$ cat src/rtl/instr_fetch.sv
// Fetch stage: gates PC advance, reads instruction memory and buffers the
// returned words in a small FIFO with a valid/ready handshake to decode.
// Ports:
//   clk, reset (async, active-low)
//   prog_ctr   -> imem_addr, imem_rd_en (read strobe, data one cycle later)
//   next_flag  -> PC advance/load enable; redirect <- jump taken this cycle
//   imem_rdata <- instruction memory read data
//   instr, instr_pc, instr_valid -> decode; instr_ready <- decode accepts head
module instr_fetch #(
    parameter int D     = 12,
    parameter int W     = 9,
    parameter int DEPTH = 2
) (
    input  logic         clk,
    input  logic         reset,
    input  logic [D-1:0] prog_ctr,
    output logic         next_flag,
    input  logic         redirect,
    output logic [D-1:0] imem_addr,
    output logic         imem_rd_en,
    input  logic [W-1:0] imem_rdata,
    output logic [W-1:0] instr,
    output logic [D-1:0] instr_pc,
    output logic         instr_valid,
    input  logic         instr_ready
);

    localparam int AW = $clog2(DEPTH);
    localparam int CW = AW + 2;

    logic [AW:0]   count_q, count_d;
    logic [AW-1:0] rd_ptr_q, rd_ptr_d;
    logic [AW-1:0] wr_ptr_q, wr_ptr_d;
    logic          inflight_q;
    logic          kill_q, kill_d;
    logic [D-1:0]  resp_pc_q;
    logic [W-1:0]  word_q [DEPTH];
    logic [D-1:0]  addr_q [DEPTH];

    logic pop;
    logic push;
    logic issue;

    assign instr_valid = (count_q != '0);
    assign instr       = word_q[rd_ptr_q];
    assign instr_pc    = addr_q[rd_ptr_q];
    assign imem_addr   = prog_ctr;
    assign imem_rd_en  = issue;
    assign next_flag   = issue | redirect;

    always_comb begin
        pop  = instr_valid & instr_ready & ~redirect;
        push = inflight_q & ~kill_q & ~redirect;
        // Credit check: buffered + in-flight words must leave room, counting
        // the slot freed by a pop this cycle. Rearranged to stay unsigned.
        issue = reset & ~redirect &
                ((CW'(count_q) + CW'(inflight_q)) < (CW'(DEPTH) + CW'(pop)));
    end

    always_comb begin
        count_d  = count_q;
        rd_ptr_d = rd_ptr_q;
        wr_ptr_d = wr_ptr_q;
        kill_d   = redirect & inflight_q;
        if (redirect) begin
            count_d  = '0;
            rd_ptr_d = '0;
            wr_ptr_d = '0;
        end else begin
            if (push) wr_ptr_d = wr_ptr_q + 1'b1;
            if (pop)  rd_ptr_d = rd_ptr_q + 1'b1;
            count_d = count_q + (AW+1)'(push) - (AW+1)'(pop);
        end
    end

    always_ff @(posedge clk or negedge reset) begin
        if (!reset) begin
            count_q    <= '0;
            rd_ptr_q   <= '0;
            wr_ptr_q   <= '0;
            inflight_q <= 1'b0;
            kill_q     <= 1'b0;
            resp_pc_q  <= '0;
            for (int i = 0; i < DEPTH; i++) begin
                word_q[i] <= '0;
                addr_q[i] <= '0;
            end
        end else begin
            count_q    <= count_d;
            rd_ptr_q   <= rd_ptr_d;
            wr_ptr_q   <= wr_ptr_d;
            inflight_q <= issue;
            kill_q     <= kill_d;
            if (issue) resp_pc_q <= prog_ctr;
            if (push) begin
                word_q[wr_ptr_q] <= imem_rdata;
                addr_q[wr_ptr_q] <= resp_pc_q;
            end
        end
    end

endmodule

$ cat config.mk
export PLATFORM = sky130hd
export DESIGN_NAME = instr_fetch
export DESIGN_NICKNAME = d
export VERILOG_FILES = /design/src/rtl/instr_fetch.sv
export SDC_FILE = /design/constraint.sdc
export NUM_CORES = 1
export LEC_CHECK = 0
export BUFFER_PORTS_ARGS = -buffer_cell sky130_fd_sc_hd__buf_4
export CAP_MARGIN = 20
export CELL_PAD_IN_SITES_DETAIL_PLACEMENT = 2
export CELL_PAD_IN_SITES_GLOBAL_PLACEMENT = 2
export CORE_ASPECT_RATIO = 0.75
export CORE_MARGIN = 5
export CORE_UTILIZATION = 40
export CTS_CLUSTER_SIZE = 8
export DETAILED_ROUTE_END_ITERATION = 7
export PLACE_DENSITY = 0.89
export SYNTH_ARGS = -nofsm -noshare
export SYNTH_HDL_FRONTEND = slang
export SYNTH_SLANG_ARGS = --single-unit
$ cat constraint.sdc
create_clock -name clk -period 5.62 [get_ports clk]
set_clock_uncertainty 0.15 [all_clocks]
set_input_delay 0.562 -clock clk [delete_from_list [all_inputs] [get_ports clk]]
set_output_delay 0.562 -clock clk [all_outputs]
set_load 0.01 [all_outputs]
* After elaboration in Yosys (flattened, before gate mapping)
Cells that the tools add are included.
** Word-level totals
- Flip-flop bits (word level) :: 60
- Input port bits :: 25
- Output and inout port bits :: 36
- Logic and storage cells :: 53
** Cells by class
- Add/sub/neg operators :: 6
- Order comparisons :: 4
- Mux-type cells :: 17
- Bitwise operators :: 12
- Reduce and logical (&&, ||, !) cells :: 4
** Operators by type and width (number)
- 2-to-1 mux 12 bit :: 4
- 2-to-1 mux 9 bit :: 4
- bitwise mux 24 bit :: 1
- bitwise mux 18 bit :: 1
- demux 12 bit (select 1 bit) :: 1
- demux 9 bit (select 1 bit) :: 1
- bitwise AND 1 bit :: 7
- nonzero test 2 bit :: 3
- >= comparator 2 bit (second input constant) :: 2
- 2-to-1 mux 1 bit :: 4
- NOT 1 -> 2 bit :: 2
- adder 2 x 1 -> 3 bit :: 1
- adder 2 x 1 -> 3 bit (first input constant) :: 1
- less-than comparator 3 bit :: 1
- adder 1 bit (second input constant) :: 2
- adder 2 x 1 -> 2 bit :: 1
- less-than comparator 2 x 1 -> 1 bit (second input constant) :: 1
- 2-to-1 mux 2 bit :: 1
- NOT 1 bit :: 2
- subtractor 2 x 1 -> 2 bit :: 1
- logical AND 1 bit :: 1
- OR 1 bit :: 1

* Depth between registers and ports, before layout
Gate-level depths: netlist of the first run.
- Depth in word-level cells :: 7
- Depth in mapped cells :: 7
- Gate-level depth less buffers :: 7

* Worst setup path before layout of the first run
Ideal clock, no wire load.
- Kind :: register -> output
- From :: register count_q[0]
- To :: output next_flag
- Arrival :: 1556 ps
- Data required time :: 4908 ps
- Slack :: 3352 ps
- Stages on the path, launching flop included :: 7
- Buffers on the path :: 1
- Cells stage by stage :: dfrtp_1 ha_1 ha_1 nor2_1 clkbuf_1 nand2_1 o21bai_1
** On the way
- Cells in the longest elaborated chain, start to end :: 7
- Elaborated cells between the ends (all ways) :: 8
- Classes of those cells :: 2 x add/sub; 1 x order compare; 4 x bitwise; 1 x reduce/logical
** Ends and longest elaborated chain
- from (decl) :: line 31 : logic [AW:0] count_q, count_d;
- from (signal assigned) :: line 89 : count_q <= count_d;
- nonzero test 2 bit :: line 44 : assign instr_valid = (count_q != '0);
- bitwise AND 1 bit (2 in series) :: line 52 : pop = instr_valid & instr_ready & ~redirect;
- adder 2 x 1 -> 3 bit :: line 57 : ((CW'(count_q) + CW'(inflight_q)) < (CW'(DEPTH) + CW'(pop)));
- less-than comparator 3 bit (*) :: line 57
- bitwise AND 1 bit (*) :: line 56 : issue = reset & ~redirect &
- OR 1 bit (*) :: line 49 : assign next_flag = issue | redirect;
- to (decl) :: line 17 : output logic next_flag,
Mark *: on every way between the ends. The rest lies on a longest branch, timed or not.

* Worst setup path in the final report of the first run
Ends and elaborated chain as after synthesis.

==> summary by stage, run 1 <==
Run status
The flow ran to the end, and the final reports show no timing, DRC or antenna violations.

STA
The max-slew violation count is 0. The final worst-path cycle share is 0.539. The number of failing hold endpoints at the final stage came to 0. Summed over all failing endpoints, the final setup total negative slack is 0 ps. At the pin with the least slew margin, the transition time is 976 ps. In the post-route analysis, the smallest setup slack over all paths is 2590 ps. Measured against its own limit, the worst slew margin works out to 0.349. Counting I/O delays and the setup requirement, the final critical path takes 3030 ps. Static timing analysis puts the maximum clock frequency at 330 MHz. The number of endpoints failing setup at the final stage is 0. Setup repair after global routing left no endpoint under its margin.

Die
The count of boundary I/O pins is 61. The number of placement rows is 27. The starting density of the core is 0.410. The vertical extent of the die is 84.9 µm.

The core area is 0.00730 mm². The total die area is 0.00933 mm². In this run the horizontal extent of the chip is 110 µm.

Critical path
The maximum single-stage delay on the critical path is 680 ps. The critical path startpoint category is a flop. In this run the critical register-to-register path is launched from count_q[0]. The worst setup path is of the reg2out kind. The critical path goes through ha_1 -> ha_1 -> nor2_1 -> nand2_1 -> o21bai_1 -> buf_4.

The critical path required time is 4910 ps. The cell with the largest stage delay on the worst path is nor2_1. Data arrives at the worst endpoint at 2320 ps. The reg-to-reg endpoint is resp_pc_q[0].

The register-to-register setup slack is 3160 ps. Measured in cells, the most critical reg-to-reg path has a length of 5. The most frequent cell on the critical path is ha_1. The worst setup path is captured at an output pin. The maximum fanout count along the critical path is 14.

Power and ir drop
The overall power consumption is 1.58 mW. For this design the ratio of total power to cell area is 439 mW/mm². The static power due to leakage is 1.74 nW.

The largest vdd supply drop is 0.000124 V.

GRT
In the global route stage, overall resource usage came out at 0.173. The first global-routing pass estimated 12000 µm of wire. The number of antenna violations at the first check in global routing is 0.

The maximum number of pins on one net before global-route repair is 48. The remaining global-route overflow is 0. The via count of the first global-routing pass is 2161.

Layout
From synthesis to final layout, the design area changed by 20.1%. The layout net count is 290. The number of antenna repair diodes is 0. The most frequent standard cell in the layout excluding fill and tap cells is buf_4.

The top cell types in the final layout, fill and taps aside, are buf_4, dfrtp_1, mux2_4. The number of filler instances in the final layout is 730. The share of cells above drive strength 1 is 0.538.

Route
The met1 wire length is 3340 µm. The first-pass detailed-route iteration total is 4. The top layer reached by signal wires is met4.

After the first detailed-routing iteration, the DRC count stood at 32. The met3 wire length is 225 µm. Summed over all nets, wire length on met2 after detailed routing comes to 3650 µm.

Once detail routing completed, the nets flagged for antenna violations numbered 0. The routed via count is 1845. In the routed layout, each cell is associated on average with a via count of 5.03. The wire length per cell after detailed routing is 20.0 µm. After detailed routing, the total wire length is 7350 µm. The remaining design rule violation count is 0.

Job
Across the run, the number of max-cap violations was 0.

Yosys
The synthesized net count is 241. The summed instance area of the synthesized netlist is 0.00299 mm². Yosys mapped the design onto 28 distinct sky130hd cell types. The share of the synthesized area in the top cell type is 0.502. The average instance in the mapped netlist occupies 14.1 µm². Synthesis handed over a netlist of 212 instances. The post-synthesis register bit count is 60. In the post-synthesis netlist, the biggest area contributors are dfrtp_1, mux2_4, mux2_2, buf_4, buf_12. The total number of yosys warnings is 0. The cell type contributing the most total cell area after synthesis is dfrtp_1. The part of the Yosys area used for sequential elements is 0.502.

Clock tree
The clock input transition at the sequential cells of the worst setup and hold paths is 60 ps. The clock insertion delay at the later pin of the skew report is 340 ps. In this run the post-CTS setup repair buffer count came out at 0.

The root buffer cell is clkbuf_8. The H-tree was split into 3 levels. The number of hold buffers added after CTS was 1.

The number of clock buffers inserted by TritonCTS is 9. The number of buffers on the longest clock path is 2. CTS saw 60 sinks.

Gates resized during post-CTS repair numbered 0. The TritonCTS clock tree is built.

Hold path
Along the worst hold path, the cell count comes to 2. For hold timing, the worst endpoint is count_q[1]. The launch instance of the worst min-delay path is redirect.

The worst hold path belongs to the class in2reg.

Placement
The worst slack at placement is 2950 ps. The sum of net half-perimeters after detailed placement is 5040 µm. In this run the tool buffered the top-level ports with 60 buffer cells.

Routability-driven placement finished with a final weighted congestion of 0.710.
==> layer usage <==
metal / vias to the layer above / global-route usage
met5: - / 0
met4: 0 / 0.0747
met3: 10 / 0.0380
met2: 42 / 0.278
met1: 958 / 0.224
li1: 835 / -
==> through the flow <==
stage / cells / hold WS, ps / utilization / area (µm²)
floorplan: 212 / 116 / - / 2990
global placement: 350 / 336 / 0.461 / 3360
detailed placement: 350 / 343 / 0.461 / 3360
CTS: 367 / 289 / 0.492 / 3590
global route: 367 / 297 / 0.492 / 3590
finish: 367 / 313 / 0.492 / 3590
==> cells by family after synthesis <==
kind of cell	Yosys count	synth area share
AND/OR/NAND/NOR	40	0.0774
buffers and inverters	26	0.0732
flip-flops	60	0.502
multiplexers	63	0.287
AO/OA/AOI/OAI	15	0.0318
adder cells (fa/ha/maj)	4	0.0167
XOR/XNOR	4	0.0117
==> sequential cells by signal (all words and copies together), names as in the netlist <==
signal / flops
kill_q: 1
inflight_q: 1
count_q: 2
wr_ptr_q: 1
resp_pc_q: 12
addr_q: 24
rd_ptr_q: 1
word_q: 18
==> Yosys cell counts, drive strengths merged <==
cell and number:
and2 1, o22ai 12, o21bai 1, or4b 1
mux2 63, or3b 1, or2 1, o21ai 1
clkbuf 2, xor2 2, ha 4, nand3 12
o21a 1, dfrtp 60, nor2 8, xnor2 2
nor2b 1, inv 2, and4bb 1, and2b 1
buf 22, nand2 13
==> how the worst max path moves through the flow <==
stage / endpoint / startpoint / slack (ps)
4_1_cts: next_flag / count_q[0] / 2560
3_3_place_gp: next_flag / count_q[0] / 3050
3_5_place_dp: next_flag / count_q[0] / 2950
6_report: next_flag / count_q[0] / 2590
5_1_grt: next_flag / count_q[0] / 2300
2_1_floorplan: next_flag / count_q[0] / 3350
==> worst max-delay path, delay by kind of cell (launching register included) <==
family | cells | cell delay [ps]
compound gates | 1 | 180
buf+inv | 1 | 140
fa+ha+maj | 2 | 400
flops | 1 | 410
simple gates | 2 | 850
==> final cells by class <==
| type | instances | area [µm²] | share of cell area |
|---|---|---|---|
| Inverter | 2 | 7.51 | 0.00209 |
| Multi-Input combinational cell | 126 | 1270 | 0.354 |
| Timing Repair Buffer | 62 | 468 | 0.130 |
| Sequential cell | 60 | 1500 | 0.418 |
| Clock buffer | 12 | 145 | 0.0404 |
| Clock inverter | 4 | 72.6 | 0.0202 |
| Tap cell | 101 | 126 | 0.0352 |
==> where the power goes <==
group	total, mW	switching (mW)	internal [mW]	leakage, nW
registers	0.663	0.101	0.562	0.760
clock network	0.432	0.170	0.261	0.107
logic	0.481	0.174	0.307	0.874
total	1.58	0.445	1.13	1.74
No activity file was read; power rests on OpenSTA's default activity.
==> run 2, diff against run 1 <==
- CORE_UTILIZATION: 40 -> 34
- PLACE_DENSITY: 0.89 -> 0.81
- clock period: 5.62 -> 2.6 ns (I/O delays scaled with it)
==> run 2 against run 1 <==
Sequential cell count did not move. Final area rose by 3.5%. Clock power rose to 2.7 times the previous value.
==> summary by stage, run 2 (synthesis gave the netlist of run 1 again) <==
Hold path
For hold timing, the worst endpoint is wr_ptr_q. The launch instance of the worst min-delay path is redirect. The worst hold path cell count came to 2 (unchanged). The type of the worst min-delay path is in2reg.

Power and ir drop
The total power per unit cell area is 974 mW/mm² (+120%). The static power due to leakage came to 1.80 nW (+3.5%). The overall power consumption is 3.62 mW (+130%).

The largest vdd supply drop came to 0.000350 V (+180%).

Die
The width of the die came to 118 µm (+7.7%). The core area is 0.00853 mm² (+17%). The vertical extent of the die is 91.2 µm (+7.5%). The number of placement rows is 29 (+7.4%).

The count of boundary I/O pins is 61 (unchanged). The starting density of the core came to 0.351 (-0.0591). The total die area is 0.0108 mm² (+16%).

GRT
The via count of the first global-routing pass is 2151 (-0.46%). The number of antenna violations at the first check in global routing was 0 (unchanged). The total global-route track usage came to 0.135 (-0.0373). The maximum number of pins on one net before global-route repair is 55 (+15%). The remaining global-route overflow came to 0 (unchanged).

The first-pass GRT wire length is 11500 µm (-3.9%).

Critical path
The startpoint of the most critical register-to-register path is count_q[0]. The data arrival time of the critical path came to 1930 ps (-390 ps). The maximum fanout count along the critical path was 7 (-7). The critical path required time is 2190 ps (-2720 ps). STA classifies the critical path startpoint as a flop. STA classifies the critical path endpoint as an output pin. The critical path is of the reg2out type.

The register-to-register setup slack is 440 ps (-2720 ps). The reg-to-reg endpoint is resp_pc_q[3]. The source of the critical timing path is count_q[0]. The path depth of the worst reg2reg path was 5 (unchanged).

STA
The actual transition at the worst max-transition pin is 682 ps (-294 ps). The max-slew violation count is 0 (unchanged). The number of endpoints failing setup at the final stage is 0 (unchanged). Setup repair after global routing left no endpoint under its margin. The worst-case headroom to the max-slew limit is 0.545 (+0.196). The time the final worst path needs with I/O delays and setup is 2340 ps.

Based on the critical path, the design can be clocked at up to 428 MHz. The number of failing hold endpoints at the final stage is 0 (unchanged). The summed negative setup slack over all endpoints is 0 ps (unchanged). The worst path setup slack after routing is 263 ps (-2330 ps).

The final worst-path cycle share is 0.899.

Clock tree
The number of clock sinks is 60 (unchanged). The number of clock buffers inserted by TritonCTS is 9 (unchanged). The post-cts resize count is 0 (unchanged). The deepest level of the CTS H-tree came to 3 (unchanged). TritonCTS built the clock tree. The number of buffers on the longest clock path is 2 (unchanged).

The clock insertion delay at the later pin of the skew report is 320 ps (-20 ps). The tree is rooted in a clkbuf_16. The clock input transition at the sequential cells of the worst setup and hold paths came to 50 ps (about the same).

Placement
The number of cells in the design after placement is 361 (+3.1%). The global placement routability congestion was 0.703 (-1.0%). The sum of net half-perimeters after detailed placement came to 4830 µm (-4.2%). The quantity of I/O buffers inserted on ports is 60 (unchanged).

The worst slack at placement is 449 ps (-2500 ps).

Layout
The number of flip-flops in the largest register is 24 (unchanged). The number of filler instances in the final layout was 843 (+15%). Leaving out fill and tap cells, the most frequent cell in the layout is buf_4. The layout net count came to 294 (+1.4%).

The share of cells above drive strength 1 is 0.550 (+0.0126). The most flop-heavy register is addr_q. The largest registers in the layout are addr_q x24, word_q x18, resp_pc_q x12. The layout overhead on the synthesized area is 24.3%. In the layout the commonest cells are buf_4, dfrtp_1, mux2_4. The number of standard cells in the final layout excluding fillers is 377 (+2.7%). The number of antenna repair diodes is 0 (unchanged).

Route
The number of violations reported at the end of detailed-routing iteration 0 is 32 (unchanged). The average via count per standard cell is 4.81 (-4.3%). The first-pass detailed-route iteration total is 4 (unchanged). The routed via count is 1813 (-1.7%).

The post-detailed-route count of antenna-violating nets came to 0 (unchanged). The total wirelength of the detailed-routed design came to 7070 µm (-3.9%). The wire length per cell after detailed routing is 18.8 µm (-6.4%). The remaining design rule violation count is 0 (unchanged).

Job
The max-cap violation count came to 0 (unchanged).

Run status
The run finished with clean final reports.
## run 2: cell types whose count changed in the layout (fill, tap and decap cells not counted)
cell | before | now
buf_4 | 61 | 64
clkinv_2 | 1 | 3
clkbuf_16 | 0 | 9
clkbuf_1 | 2 | 0
clkbuf_8 | 10 | 1
buf_12 | 0 | 1
bufinv_16 | 2 | 1
## run 2: routing by layer
| layer | wire length, µm | global-route usage | up-vias |
|---|---|---|---|
| met5 | 0 | 0 | - |
| met4 | 53 | 0.0287 | 0 |
| met3 | 327 | 0.0565 | 7 |
| met2 | 3200 | 0.210 | 45 |
| met1 | 3490 | 0.178 | 920 |
| li1 | - | - | 841 |
## run 2: how the worst max path moves through the flow
| stage | endpoint | slack (ps) | cells after the start |
|---|---|---|---|
| final | next_flag | 260 | 6 |
| after floorplan | next_flag | 630 | 6 |
| after global routing | imem_rd_en | 8 | 6 |
| after detailed placement | resp_pc_q[7] | 450 | 5 |
| after global placement | resp_pc_q[2] | 510 | 5 |
| after CTS | imem_rd_en | 200 | 6 |
## run 2: critical path, cell delays in order (launching register included)
cell and delay (ps):
dfrtp_1 400, ha_1 200, ha_1 180, nor2_1 390, nand2_1 140, o21bai_1 150, buf_4 140
## run 2: repair_timing
item                                   4_1_cts  5_1_grt
setup buffers                                0        0
endpoints found under the hold margin        6        0
hold buffers                                 1        0
## run 2: area by class of cell
| class | count | area [µm²] | share of cell area |
|---|---|---|---|
| Clock buffer | 10 | 239 | 0.0643 |
| Clock inverter | 5 | 52.6 | 0.0141 |
| Inverter | 2 | 7.51 | 0.00202 |
| Multi-Input combinational cell | 126 | 1270 | 0.342 |
| Sequential cell | 60 | 1500 | 0.404 |
| Tap cell | 108 | 135 | 0.0364 |
| Timing Repair Buffer | 66 | 510 | 0.137 |
## run 2: stage by stage
stage / utilization / hold slack, ps / instance area [µm²]
2_1_floorplan: - / -186 / 2990
3_3_place_gp: 0.401 / -16.9 / 3420
3_5_place_dp: 0.401 / -16.0 / 3420
4_1_cts: 0.436 / 12.8 / 3720
5_1_grt: 0.436 / 16.3 / 3720
6_report: 0.436 / 18.9 / 3720
## run 2: report_power, final
group          switching (mW)  internal [mW]  leakage [nW]
registers               0.197           1.22         0.760
logic                   0.379          0.674         0.897
clock network           0.398          0.755         0.144
total                   0.975           2.65          1.80
==> run 3, diff against run 2 <==
- PLACE_DENSITY: 0.81 -> not set
- PLACE_DENSITY_LB_ADDON: not set -> 0.3
==> run 3 against run 2 <==
Via count grew 2.0%. Die area did not move. Non-clock buffer count is the same. Sequential share of layout area down 0.24 points.
==> summary by stage, run 3 (synthesis gave the netlist of run 1 again) <==
Run status
The run finished with clean final reports.

STA
The worst-case headroom to the max-slew limit is 0.561 (+0.0156). The number of failing hold endpoints at the final stage is 0 (unchanged). The summed negative setup slack over all endpoints was 0 ps (unchanged). Setup repair after global routing left no endpoint under its margin. The actual transition at the worst max-transition pin is 652 ps (-30.3 ps). The number of endpoints failing setup at the final stage was 0 (unchanged).

The final worst-path cycle share is 0.894 (-0.00520). The max-slew violation count came to 0 (unchanged). The worst path setup slack after routing came to 276 ps (+13.5 ps). The time the final worst path needs with I/O delays and setup was 2320 ps (-13.5 ps). The highest clock rate is 430 MHz (+0.58%).

Die
The vertical extent of the die is 91.2 µm (unchanged). The number of placement rows was 29 (unchanged). The starting density of the core is 0.351 (unchanged). The core area is 0.00853 mm² (unchanged). The width of the die is 118 µm (unchanged). The total die area is 0.0108 mm² (unchanged). The count of boundary I/O pins was 61 (unchanged).

Clock tree
The number of clock sinks is 60 (unchanged). The clock input transition at the sequential cells of the worst setup and hold paths is 50 ps (about the same). The post-cts resize count came to 0 (unchanged).

The number of clock buffers inserted by TritonCTS is 9 (unchanged). The deepest level of the CTS H-tree is 3 (unchanged). The clock insertion delay at the later pin of the skew report is 330 ps (about the same).

The number of buffers on the longest clock path was 2 (unchanged). The cts-stage hold buffer count is 1 (unchanged). The post-CTS setup repair buffer count came to 0 (unchanged).

The TritonCTS clock tree is built. The root buffer cell is clkbuf_16.

Layout
The most frequent standard cell in the layout excluding fill and tap cells is buf_4. The post-route standard cell area excluding fillers is 0.00374 mm² (+0.61%). From synthesis to final layout, the design area changed by 25.0%. The most flop-heavy register is addr_q. The number of antenna repair diodes is 0 (unchanged). In the final layout, the registers with the most flip-flops are addr_q x24, word_q x18, resp_pc_q x12.

The number of standard cells in the final layout excluding fillers is 378 (+0.27%). The share of cells above drive strength 1 is 0.548 (-0.00204). The final core utilization is 0.439 (+0.00264).

The number of flip-flops in the largest register is 24 (unchanged). The layout net count was 294 (unchanged). The library cells used most frequently in the layout, excluding fill and tap cells, are buf_4, dfrtp_1, mux2_4.

Critical path
The worst setup path is captured at an output pin. The maximum single-stage delay on the critical path came to 550 ps (+150 ps). The signal on the critical path passes through o21ai_0 -> o21a_1 -> buf_4 -> o21bai_1 -> buf_4. The maximum fanout count along the critical path is 14 (+7). In this run the critical register-to-register path is captured at resp_pc_q[6]. The type of the worst setup path is reg2out. The worst setup path is launched from a flop. The startpoint of the most critical register-to-register path is count_q[0]. The data arrival time of the critical path is 1910 ps (-20 ps).

The cell with the largest stage delay on the worst path is o21ai_0. The path depth of the worst reg2reg path is 5 (unchanged). The most frequent cell on the critical path is buf_4.

The register-to-register setup slack is 400 ps (-40 ps). The critical path required time is 2190 ps (about the same).

Hold path
The capture endpoint of the worst hold path is count_q[1]. The launch instance of the worst min-delay path is redirect. The worst hold path cell count is 2 (unchanged).

The type of the worst min-delay path is in2reg.

Route
The average via count per standard cell is 4.89 (+1.8%). The first-pass detailed-route iteration total is 4 (unchanged). The wire length per cell after detailed routing was 18.8 µm (+0.33%).

The total wirelength of the detailed-routed design is 7110 µm (+0.59%). The number of violations reported at the end of detailed-routing iteration 0 is 38 (+19%). The remaining design rule violation count came to 0 (unchanged). The post-detailed-route count of antenna-violating nets was 0 (unchanged).

The routed via count came to 1850 (+2.0%).

Power and ir drop
The largest vdd supply drop is 0.000447 V (+28%). The total power per unit cell area came to 1000 mW/mm² (+3.1%). The static power due to leakage came to 1.81 nW (+0.33%).

Job
The max-cap violation count is 0 (unchanged).

Placement
The global placement routability congestion is 0.645 (-8.2%). The worst slack at placement is 418 ps (-30.9 ps). The number of cells in the design after placement is 361 (unchanged). The sum of net half-perimeters after detailed placement is 4780 µm (-0.97%). The quantity of I/O buffers inserted on ports was 60 (unchanged). The placed cell area is 0.00340 mm² (-0.37%).

GRT
The via count of the first global-routing pass was 2125 (-1.2%). The maximum number of pins on one net before global-route repair is 41 (-25%). The total global-route track usage was 0.142 (+0.00693). The number of antenna violations at the first check in global routing is 0 (unchanged). The first-pass GRT wire length is 11800 µm (+2.4%). The remaining global-route overflow is 0 (unchanged).
-- run 3: cell count changes in the layout (fill, tap and decap cells not counted), sizes merged --
| cell | delta |
|---|---|
| clkbuf | +1 |
| inv | +1 |
| clkinvlp | +1 |
| clkinv | -3 |
| bufinv | +1 |
-- run 3: layout make-up --
type                    count  area, µm²
clock buffers              11        243
clock inverters             5       83.8
fillers                   856       4790
inverters                   2       7.51
multi-input cells         126       1270
flip-flops and latches     60       1500
well taps                 108        135
repair buffers             66        498
-- run 3: stage by stage --
step           total power [mW]  hold WS, ps
6_report                   3.76         11.8
3_3_place_gp               2.43        -29.3
4_1_cts                    3.82         3.65
2_1_floorplan              2.05         -186
5_1_grt                    3.96         7.86
3_5_place_dp               2.48        -25.2
-- run 3: power breakdown --
| group | internal [mW] | switching (mW) | leakage, nW | total, mW |
|---|---|---|---|---|
| sequential | 1.22 | 0.190 | 0.760 | 1.41 |
| combinational | 0.669 | 0.379 | 0.895 | 1.05 |
| clock | 0.868 | 0.435 | 0.152 | 1.30 |
-- run 3: worst max-delay path: cells and delay by family (launching register included) --
kind,cells,cell delay (ps)
flip-flops,1,410
AO/OA/AOI/OAI,3,840
buffers and inverters,2,340
-- run 3: per-layer routing --
metal | track usage | up-vias | part of all wire
met5 | 0 | - | 0
met1 | 0.188 | 947 | 0.49
met4 | 0.0602 | 0 | 0.018
met3 | 0.0584 | 11 | 0.053
met2 | 0.206 | 49 | 0.44
li1 | - | 843 | -
-- run 3: how the worst max path moves through the flow --
| stage | to | cells after the start | slack, ps | from |
|---|---|---|---|---|
| detailed placement | resp_pc_q[6] | 5 | 420 | count_q[0] |
| global placement | resp_pc_q[0] | 5 | 500 | count_q[0] |
| global route | next_flag | 5 | 170 | count_q[0] |
| floorplan | next_flag | 6 | 630 | count_q[0] |
| finish | next_flag | 5 | 280 | count_q[0] |
| CTS | next_flag | 5 | 240 | count_q[0] |
